## src/rtl/multicycle_sequencer.sv

```systemverilog
`default_nettype none
// +----------------------------------------------------------------------------+
// | Module      : multicycle_sequencer                                         |
// | Description : Control FSM for a multi-cycle RV64I datapath sharing one     |
// |               memory port between fetch and data access. Optional macro    |
// |               ILLEGAL_TRAP_EN halts on unknown opcodes (else NOP retire).  |
// | Revision    : 1.0 - initial release                                        |
// +----------------------------------------------------------------------------+
module multicycle_sequencer #(
  parameter int MEM_TIMEOUT = 15,
  parameter int CNT_W       = 32
) (
  input  logic             clk,
  input  logic             rst_n,
  input  logic [6:0]       opcode,
  input  logic             zero,
  input  logic             mem_ready,
  output logic             pc_write,
  output logic             pc_src,
  output logic             ir_write,
  output logic             reg_write,
  output logic             mem_to_reg,
  output logic             mem_read,
  output logic             mem_write,
  output logic             mem_sel,
  output logic [2:0]       state,
  output logic             mem_err,
  output logic             illegal,
  output logic [CNT_W-1:0] retired
);

  localparam logic [2:0] c_ST_FETCH  = 3'd0;
  localparam logic [2:0] c_ST_DECODE = 3'd1;
  localparam logic [2:0] c_ST_EXEC   = 3'd2;
  localparam logic [2:0] c_ST_MEM    = 3'd3;
  localparam logic [2:0] c_ST_WB     = 3'd4;
  localparam logic [2:0] c_ST_HALT   = 3'd7;

  localparam logic [2:0] c_CL_R   = 3'd0;
  localparam logic [2:0] c_CL_I   = 3'd1;
  localparam logic [2:0] c_CL_LD  = 3'd2;
  localparam logic [2:0] c_CL_SD  = 3'd3;
  localparam logic [2:0] c_CL_BR  = 3'd4;
  localparam logic [2:0] c_CL_ILL = 3'd5;

  localparam logic [6:0] c_OP_R  = 7'b0110011;
  localparam logic [6:0] c_OP_I  = 7'b0010011;
  localparam logic [6:0] c_OP_LD = 7'b0000011;
  localparam logic [6:0] c_OP_SD = 7'b0100011;
  localparam logic [6:0] c_OP_BR = 7'b1100011;

  // Fault fires on the wait cycle that would bring the counter to MEM_TIMEOUT.
  localparam logic [7:0] c_WAIT_LAST = 8'(MEM_TIMEOUT - 1);

  logic [2:0]       r_state;
  logic [2:0]       w_next_state;
  logic [2:0]       r_class;
  logic [2:0]       w_class;
  logic [7:0]       r_wait;
  logic             w_mem_phase;
  logic             w_timeout;
  logic             r_mem_err;
  logic [CNT_W-1:0] r_retired;

  always_comb begin
    w_class = c_CL_ILL;
    case (opcode)
      c_OP_R:  w_class = c_CL_R;
      c_OP_I:  w_class = c_CL_I;
      c_OP_LD: w_class = c_CL_LD;
      c_OP_SD: w_class = c_CL_SD;
      c_OP_BR: w_class = c_CL_BR;
      default: w_class = c_CL_ILL;
    endcase
  end

  assign w_mem_phase = (r_state == c_ST_FETCH) || (r_state == c_ST_MEM);
  assign w_timeout   = w_mem_phase && !mem_ready && (r_wait == c_WAIT_LAST);

  // State register
  always_ff @(posedge clk or negedge rst_n) begin
    if (!rst_n) begin
      r_state <= c_ST_FETCH;
    end else begin
      r_state <= w_next_state;
    end
  end

  // Next-state logic
  always_comb begin
    w_next_state = c_ST_FETCH;
    case (r_state)
      c_ST_FETCH: begin
        if (mem_ready)      w_next_state = c_ST_DECODE;
        else if (w_timeout) w_next_state = c_ST_HALT;
        else                w_next_state = c_ST_FETCH;
      end
      c_ST_DECODE: begin
`ifdef ILLEGAL_TRAP_EN
        w_next_state = (w_class == c_CL_ILL) ? c_ST_HALT : c_ST_EXEC;
`else
        w_next_state = c_ST_EXEC;
`endif
      end
      c_ST_EXEC: begin
        case (r_class)
          c_CL_R, c_CL_I:   w_next_state = c_ST_WB;
          c_CL_LD, c_CL_SD: w_next_state = c_ST_MEM;
          default:          w_next_state = c_ST_FETCH;
        endcase
      end
      c_ST_MEM: begin
        if (mem_ready)      w_next_state = (r_class == c_CL_LD) ? c_ST_WB : c_ST_FETCH;
        else if (w_timeout) w_next_state = c_ST_HALT;
        else                w_next_state = c_ST_MEM;
      end
      c_ST_WB:   w_next_state = c_ST_FETCH;
      c_ST_HALT: w_next_state = c_ST_HALT;
      default:   w_next_state = c_ST_FETCH;
    endcase
  end

  // Output logic; gating with rst_n kills any in-flight write during reset.
  always_comb begin
    pc_write   = 1'b0;
    pc_src     = 1'b0;
    ir_write   = 1'b0;
    reg_write  = 1'b0;
    mem_to_reg = 1'b0;
    mem_read   = 1'b0;
    mem_write  = 1'b0;
    mem_sel    = 1'b0;
    if (rst_n) begin
      case (r_state)
        c_ST_FETCH: begin
          mem_read = 1'b1;
          ir_write = mem_ready;
        end
        c_ST_EXEC: begin
          case (r_class)
            c_CL_BR: begin
              pc_write = 1'b1;
              pc_src   = zero;
            end
            c_CL_ILL: pc_write = 1'b1;
            default:  pc_write = 1'b0;
          endcase
        end
        c_ST_MEM: begin
          mem_sel = 1'b1;
          if (r_class == c_CL_SD) begin
            mem_write = 1'b1;
            pc_write  = mem_ready;
          end else begin
            mem_read = 1'b1;
          end
        end
        c_ST_WB: begin
          reg_write  = 1'b1;
          pc_write   = 1'b1;
          mem_to_reg = (r_class == c_CL_LD);
        end
        default: pc_write = 1'b0;
      endcase
    end
  end

  always_ff @(posedge clk or negedge rst_n) begin
    if (!rst_n) begin
      r_class <= c_CL_R;
    end else if (r_state == c_ST_DECODE) begin
      r_class <= w_class;
    end
  end

  // Wait counter restarts on every state change, so it is clear on entry to FETCH/MEM.
  always_ff @(posedge clk or negedge rst_n) begin
    if (!rst_n) begin
      r_wait <= 8'd0;
    end else if (w_next_state != r_state) begin
      r_wait <= 8'd0;
    end else if (w_mem_phase && !mem_ready) begin
      r_wait <= r_wait + 8'd1;
    end
  end

  always_ff @(posedge clk or negedge rst_n) begin
    if (!rst_n) begin
      r_mem_err <= 1'b0;
    end else if (w_timeout) begin
      r_mem_err <= 1'b1;
    end
  end

  always_ff @(posedge clk or negedge rst_n) begin
    if (!rst_n) begin
      r_retired <= '0;
    end else if (pc_write) begin
      r_retired <= r_retired + CNT_W'(1);
    end
  end

`ifdef ILLEGAL_TRAP_EN
  logic r_illegal;

  always_ff @(posedge clk or negedge rst_n) begin
    if (!rst_n) begin
      r_illegal <= 1'b0;
    end else if ((r_state == c_ST_DECODE) && (w_class == c_CL_ILL)) begin
      r_illegal <= 1'b1;
    end
  end

  assign illegal = r_illegal;
`else
  assign illegal = 1'b0;
`endif

  assign state   = r_state;
  assign mem_err = r_mem_err;
  assign retired = r_retired;

endmodule
`default_nettype wire

```

## config.mk

```make
export PLATFORM = sky130hd
export DESIGN_NAME = multicycle_sequencer
export DESIGN_NICKNAME = d
export VERILOG_FILES = /design/src/rtl/multicycle_sequencer.sv
export SDC_FILE = /design/constraint.sdc
export NUM_CORES = 1
export LEC_CHECK = 0
export BUFFER_PORTS_ARGS = -buffer_cell sky130_fd_sc_hd__buf_2
export CORE_ASPECT_RATIO = 0.8
export CORE_MARGIN = 2
export CORE_UTILIZATION = 40
export DETAILED_ROUTE_END_ITERATION = 16
export PLACE_DENSITY = 0.65
export SLEW_MARGIN = 10
export SYNTH_ARGS = -nofsm -noshare
export SYNTH_HDL_FRONTEND = slang
export SYNTH_SLANG_ARGS = --single-unit
```

## constraint.sdc

```tcl
create_clock -name clk -period 2.1 [get_ports clk]
set_input_delay 0.315 -clock clk [delete_from_list [all_inputs] [get_ports clk]]
set_output_delay 0.315 -clock clk [all_outputs]
set_load 0.01 [all_outputs]
```

Word level (Yosys, flattened, before mapping) --
Index checks and enable logic that the tools add are counted.
Cells by class: add/sub/neg operators 2, $mul 0, divide/modulo/power cells 0, order comparisons 0, equal/unequal tests 17, shifts and indexed selects 0, muxes and demuxes 31, bitwise logic cells 0, reduce and logical (&&, ||, !) cells 10
Operators by type and width (number):
- 32-bit by 1-bit adder with 32-bit output, second input constant | 1
- 3-bit case mux with 5 select lines | 2
- 1-bit two-way mux | 19
- 8-bit two-way mux | 2
- 3-bit two-way mux | 5
- 7-bit by 6-bit == test with 1-bit output, second input constant | 2
- 3-bit by 2-bit == test with 1-bit output, second input constant | 4
- 3-bit == test, second input constant | 4
- 8-bit by 1-bit adder with 8-bit output, second input constant | 1
- 8-bit by 4-bit == test with 1-bit output, second input constant | 1
- 7-bit by 2-bit == test with 1-bit output, second input constant | 1
- 7-bit by 5-bit == test with 1-bit output, second input constant | 1
- 7-bit == test, second input constant | 1
- 3-bit by 1-bit == test with 1-bit output, second input constant | 2
- 3-bit zero test | 2
- 3-bit case mux with 2 select lines | 1
- 2-bit OR reduction | 3
- 3-bit != test | 1
- 1-bit case mux with 3 select lines | 1
- 1-bit logical AND | 2
- 1-bit case mux with 2 select lines | 1
- 2-bit nonzero test | 1
- 1-bit zero test | 1
- 1-bit logical OR | 1
Storage, ports and cells: flip-flop bits (word level) 47, bits in latches 0, RAM bits 0, memory bits (read-only) 0, input port bits 11, output and inout port bits 45, word-level logic and storage cells 65, memories 0

Logic depth before layout (Yosys ltp) --
depth after elaboration 9, depth in mapped cells 7, depth with buffers taken out 7

Worst setup path before layout --
No wires, ideal clock.
path kind flip-flop to flip-flop, from register r_retired[18], in the netlist retired[18], to register r_retired[31], in the netlist retired[31], library setup time 0.079 ns, arrival 1.702 ns, data required time 2.021 ns, setup slack 0.319 ns, cell stages (with the launch flop) 7, buffers on the path 1, clock period less this slack 1.781 ns, cells stage by stage dfrtp_1 -> nand2_2 -> or3_1 -> buf_6 -> or3_4 -> nor4_2 -> xor2_1
On the way: cells in the longest elaborated chain, start to end 1
RTL lines:
- start: declaration | RTL line 63 | logic [CNT_W-1:0] r_retired;
- start signal: assignment | RTL line 199 | r_retired <= r_retired + CNT_W'(1);
- 32-bit by 1-bit adder with 32-bit output | RTL line 199
Every way passes these cells. A chain may end at the register's enable or synchronous reset.

Worst setup path after layout --
from register r_retired[0], in the netlist retired[0], to register r_retired[26], in the netlist retired[26]
Same word-level chain as after synthesis.

==> out/results.env <==
GR-USAGE-ALL-LAYERS_PCT=16.3
WORST_SKEW_PAIR.LATE_LATENCY_NS=0.31
SYN_AVG_CELL_AREA_UM2=9.75
MOST-COMMON-LAYOUT-CELLS='54 x buf_2, 46 x dfrtp_1, 24 x xor2_1'
GRT_PASS1_VIAS=1863
WORST_CLOCK_SKEW_NS=0.0128
SYN_INST=252
DETAILEDROUTE.FIRSTITERATIONVIOLATIONS=136
DETAILEDPLACEMENTHPWL_MM=3.81
REMAINING_DRC_ERRORS=0
MAXIMUM_NUMBER_OF_PINS_ON_ONE_NET_BEFORE_GLOBAL_ROUTE_REPAIR=46
POST_SYNTH_XOR_AREA_FRACTION_PCT=14.3
GLOBAL_ROUTE.OVERFLOW_TOTAL=0
FINAL_NETS=330
ANTENNA_LEFT=0
CRIT_PATH_START_KIND='flip-flop'
FINAL_CELL_AREA_UM2=2990
WORST_HOLD_PATH_TYPE='input port to asynchronous set/reset pin'
POST_ROUTE_CELLS_DRIVE_ABOVE_1_SHARE_PCT=26.8
ROUTE.VIAS.TOTAL=2043
MAXCLOCKFREQUENCY_MHz=515
DRV_CAP=0
DIE_H_UM=74.1
FIN_CRIT_SH_PCT=92.5
PATH_CLASS='flip-flop to flip-flop'
FINALWIRELENGTH_MM=5.37
CTS_HTREE_LEVELS=2
NUMBER_OF_REGISTER_BITS_INFERRED_BY_SYNTHESIS=47
POST_SYNTH_MUX_AREA_SHARE_PCT=0.458
WORST-SLEW-PIN-TRANSITION_NS=0.565
ANTENNA_FOUND_INITIAL=0
PLACE.GP.CONGESTION=0.863
SLEW_VIOLATIONS=0
YS_SEQ_AREA_SHARE_PCT=47.9
POWER.STATIC_LEAKAGE_nW=1.37
FLOORPLAN.IO_PINS=56
CP_DATA_REQUIRED_TIME_NS=2.33
SYNTH-COMPOUND-AREA-SHARE_PCT=5.70
SYNTH_SIMPLE_GATE_AREA_SHARE_PCT=26.1
DETAIL_ROUTE.FIRST_PASS.ITERATIONS=4
PLACEABLECOREAREA_UM2=5910
STDCELL_COUNT=398
TNS_NS=0
VDD.IR_DROP.WORST_V=0.000491
NUMCLOCKSINKS=47
REPORT.FINAL.HOLD_VIOL_COUNT=0
ASYNC_RESET_FF_SHARE_PCT=100
ANTENNADIODECOUNT=0
DPL.CELL_COUNT=389
REPORT.FINAL.SETUP_VIOL=0
CLOCKBUFFERDEPTH=2
STATUS='finished, final reports clean'
CLOCK_TREE.ROOT_CELL='clkbuf_8'
AREAGROWTHSYNTHTOFINISH_PCT=21.5
SYNTH_ADDER_AREA_SHARE_PCT=1.53
POST_DP_CELL_AREA_UM2=2870
AVGVIACOUNTPERCELL=5.13
AVGROUTEDWIREPERCELL_UM=13.5
POWER_PER_CELL_AREA_nW_PER_UM2=835
WIRE_LENGTH_OF_THE_FIRST_GLOBAL_ROUTING_PASS_MM=8.71
SYNTH.DISTINCT_CELLS=42
POST_CTS.REPAIR.SETUP_BUFFERS=0
DOMINANT_COMBINATIONAL_CELL_FAMILY_BY_AREA_AFTER_SYNTHESIS='simple AND/OR/NAND/NOR gates'
DATA_ARRIVAL_TIME_AT_THE_WORST_SLACK_ENDPOINT_NS=2.17
UTILIZATION_PCT=50.5
TIMING.MAX_SLEW.REL_SLACK_PCT=62.3
PORT_BUFFERS=54
LEADING_CELL_TYPE_IN_THE_LAYOUT_FILL_AND_TAPS_EXCLUDED='buf_2'
SYNTH_ENABLE_FLOP_CELLS=0
YOSYSWARNINGS=0
SYNTH_FLOP_TYPE='dfrtp_1'
DIEWIDTH_UM=91.6
SYNTHESIS.AREA_UM2=2460
DIE_AREA_UM2=6790
CLKSLEWWORSTSETUPHOLDPATHS_NS=0.10
CLOCK_TREE_FROM_TRITONCTS='yes'
FLOORPLAN_ROW_COUNT=25
TIMING.CRITICAL_PATH.FANOUT_MAX=6
CRITICAL_PATH.ENDPOINT_TYPE='flip-flop'
CTS_BUF_COUNT=5
PERIOD_NEEDED_NS=1.94
SYN_NETS=266
FLOORPLAN.INITIALDENSITY_PCT=41.6
## cell families (layout without fill, tap and decap cells)
kind of cell               after synthesis  count (layout)
other                                    1               1
adders and majority gates                3               3
xor gates and xnor gates                40              40
buffers and inverters                   22              87
muxes                                    1               1
DFF                                     47              47
and+or+nand+nor                        117             117
AOI/OAI and AO/OA                       21              21
## synthesized netlist by cell type (2+ instances only)
cell | number | area (µm²)
nor3_1 | 10 | 50.1
buf_1 | 2 | 7.51
nand3_1 | 14 | 70.1
nand2b_1 | 5 | 31.3
and4_1 | 3 | 26.3
clkbuf_1 | 4 | 15.0
nand3b_1 | 3 | 22.5
a211oi_1 | 2 | 15.0
nor2b_1 | 2 | 12.5
nand2_1 | 18 | 67.6
ha_1 | 3 | 37.5
buf_2 | 2 | 10.0
nor2_1 | 22 | 82.6
nand4_1 | 12 | 75.1
o21ai_0 | 3 | 15.0
nor4_2 | 2 | 25.0
xnor2_1 | 16 | 140
xor2_1 | 24 | 210
inv_1 | 12 | 45.0
a21oi_1 | 8 | 40.0
nor4_1 | 14 | 87.6
nand4b_1 | 2 | 17.5
dfrtp_1 | 47 | 1180
a21o_1 | 2 | 15.0
and3_1 | 3 | 18.8
## sequential cells by signal, indices dropped and copies added, names as in the netlist
name / cells
retired: 32
r_wait: 8
r_class: 3
state: 3
mem_err: 1
## metrics by stage
stage,setup slack (ns),hold WS (ns),power [mW]
after detailed placement,0.145,0.149,1.95
after global placement,0.241,0.152,1.95
after global routing,-0.0265,0.214,2.67
final,0.158,0.186,2.49
after floorplan,0.319,0.0194,1.64
after CTS,0.119,0.206,2.51
## cell type report
type,instances,area (µm²)
Inverter,12,45.0
Tap cell,81,101
Multi-Input combinational cell,183,1200
Fill cell,556,2930
Timing Repair Buffer,67,370
Sequential cell,47,1180
Clock buffer,5,68.8
Clock inverter,3,20.0
## per-layer routing
metal	track usage, %	vias to the layer above	routed length, µm
met3	4.05	6	309
met2	22.4	63	2190
li1	-	1013	-
met5	0	-	0
met1	24.4	961	2790
met4	6.73	0	78
## what timing repair did
action / in CTS / in global routing
resized for setup: 0 / 4
hold endpoints to repair: 2 / 0
endpoints found under the setup margin: 0 / 7
hold buffers: 1 / 0
## power by group
group          switching (mW)  internal [mW]  leakage [nW]  total (mW)
Combinational           0.448          0.346         0.739       0.794
Clock                   0.322          0.232        0.0402       0.554
Sequential              0.135           1.01         0.587        1.15
## worst max-delay path, cell delays in order (launching register included)
cell,delay (ns)
dfrtp_1,0.44
ha_1,0.21
and3_1,0.23
nor2b_1,0.29
nand3_2,0.20
nor4_2,0.34
xor2_1,0.17
## final timing paths
kind | start | to | slack, ns | cells after the start
worst max-delay path | retired[0] | retired[26] | 0.16 | 6
worst min-delay path | rst_n | retired[28] | 0.19 | 2
worst max register to register | retired[0] | retired[26] | 0.16 | 6
worst min register to register | retired[31] | retired[31] | 0.48 | 1
max in group asynchronous | rst_n | retired[2] | 1.49 | 2
min in group clk | opcode[4] | r_class[1] | 0.22 | 2
Note: power is estimated with default switching activity, not from simulation.
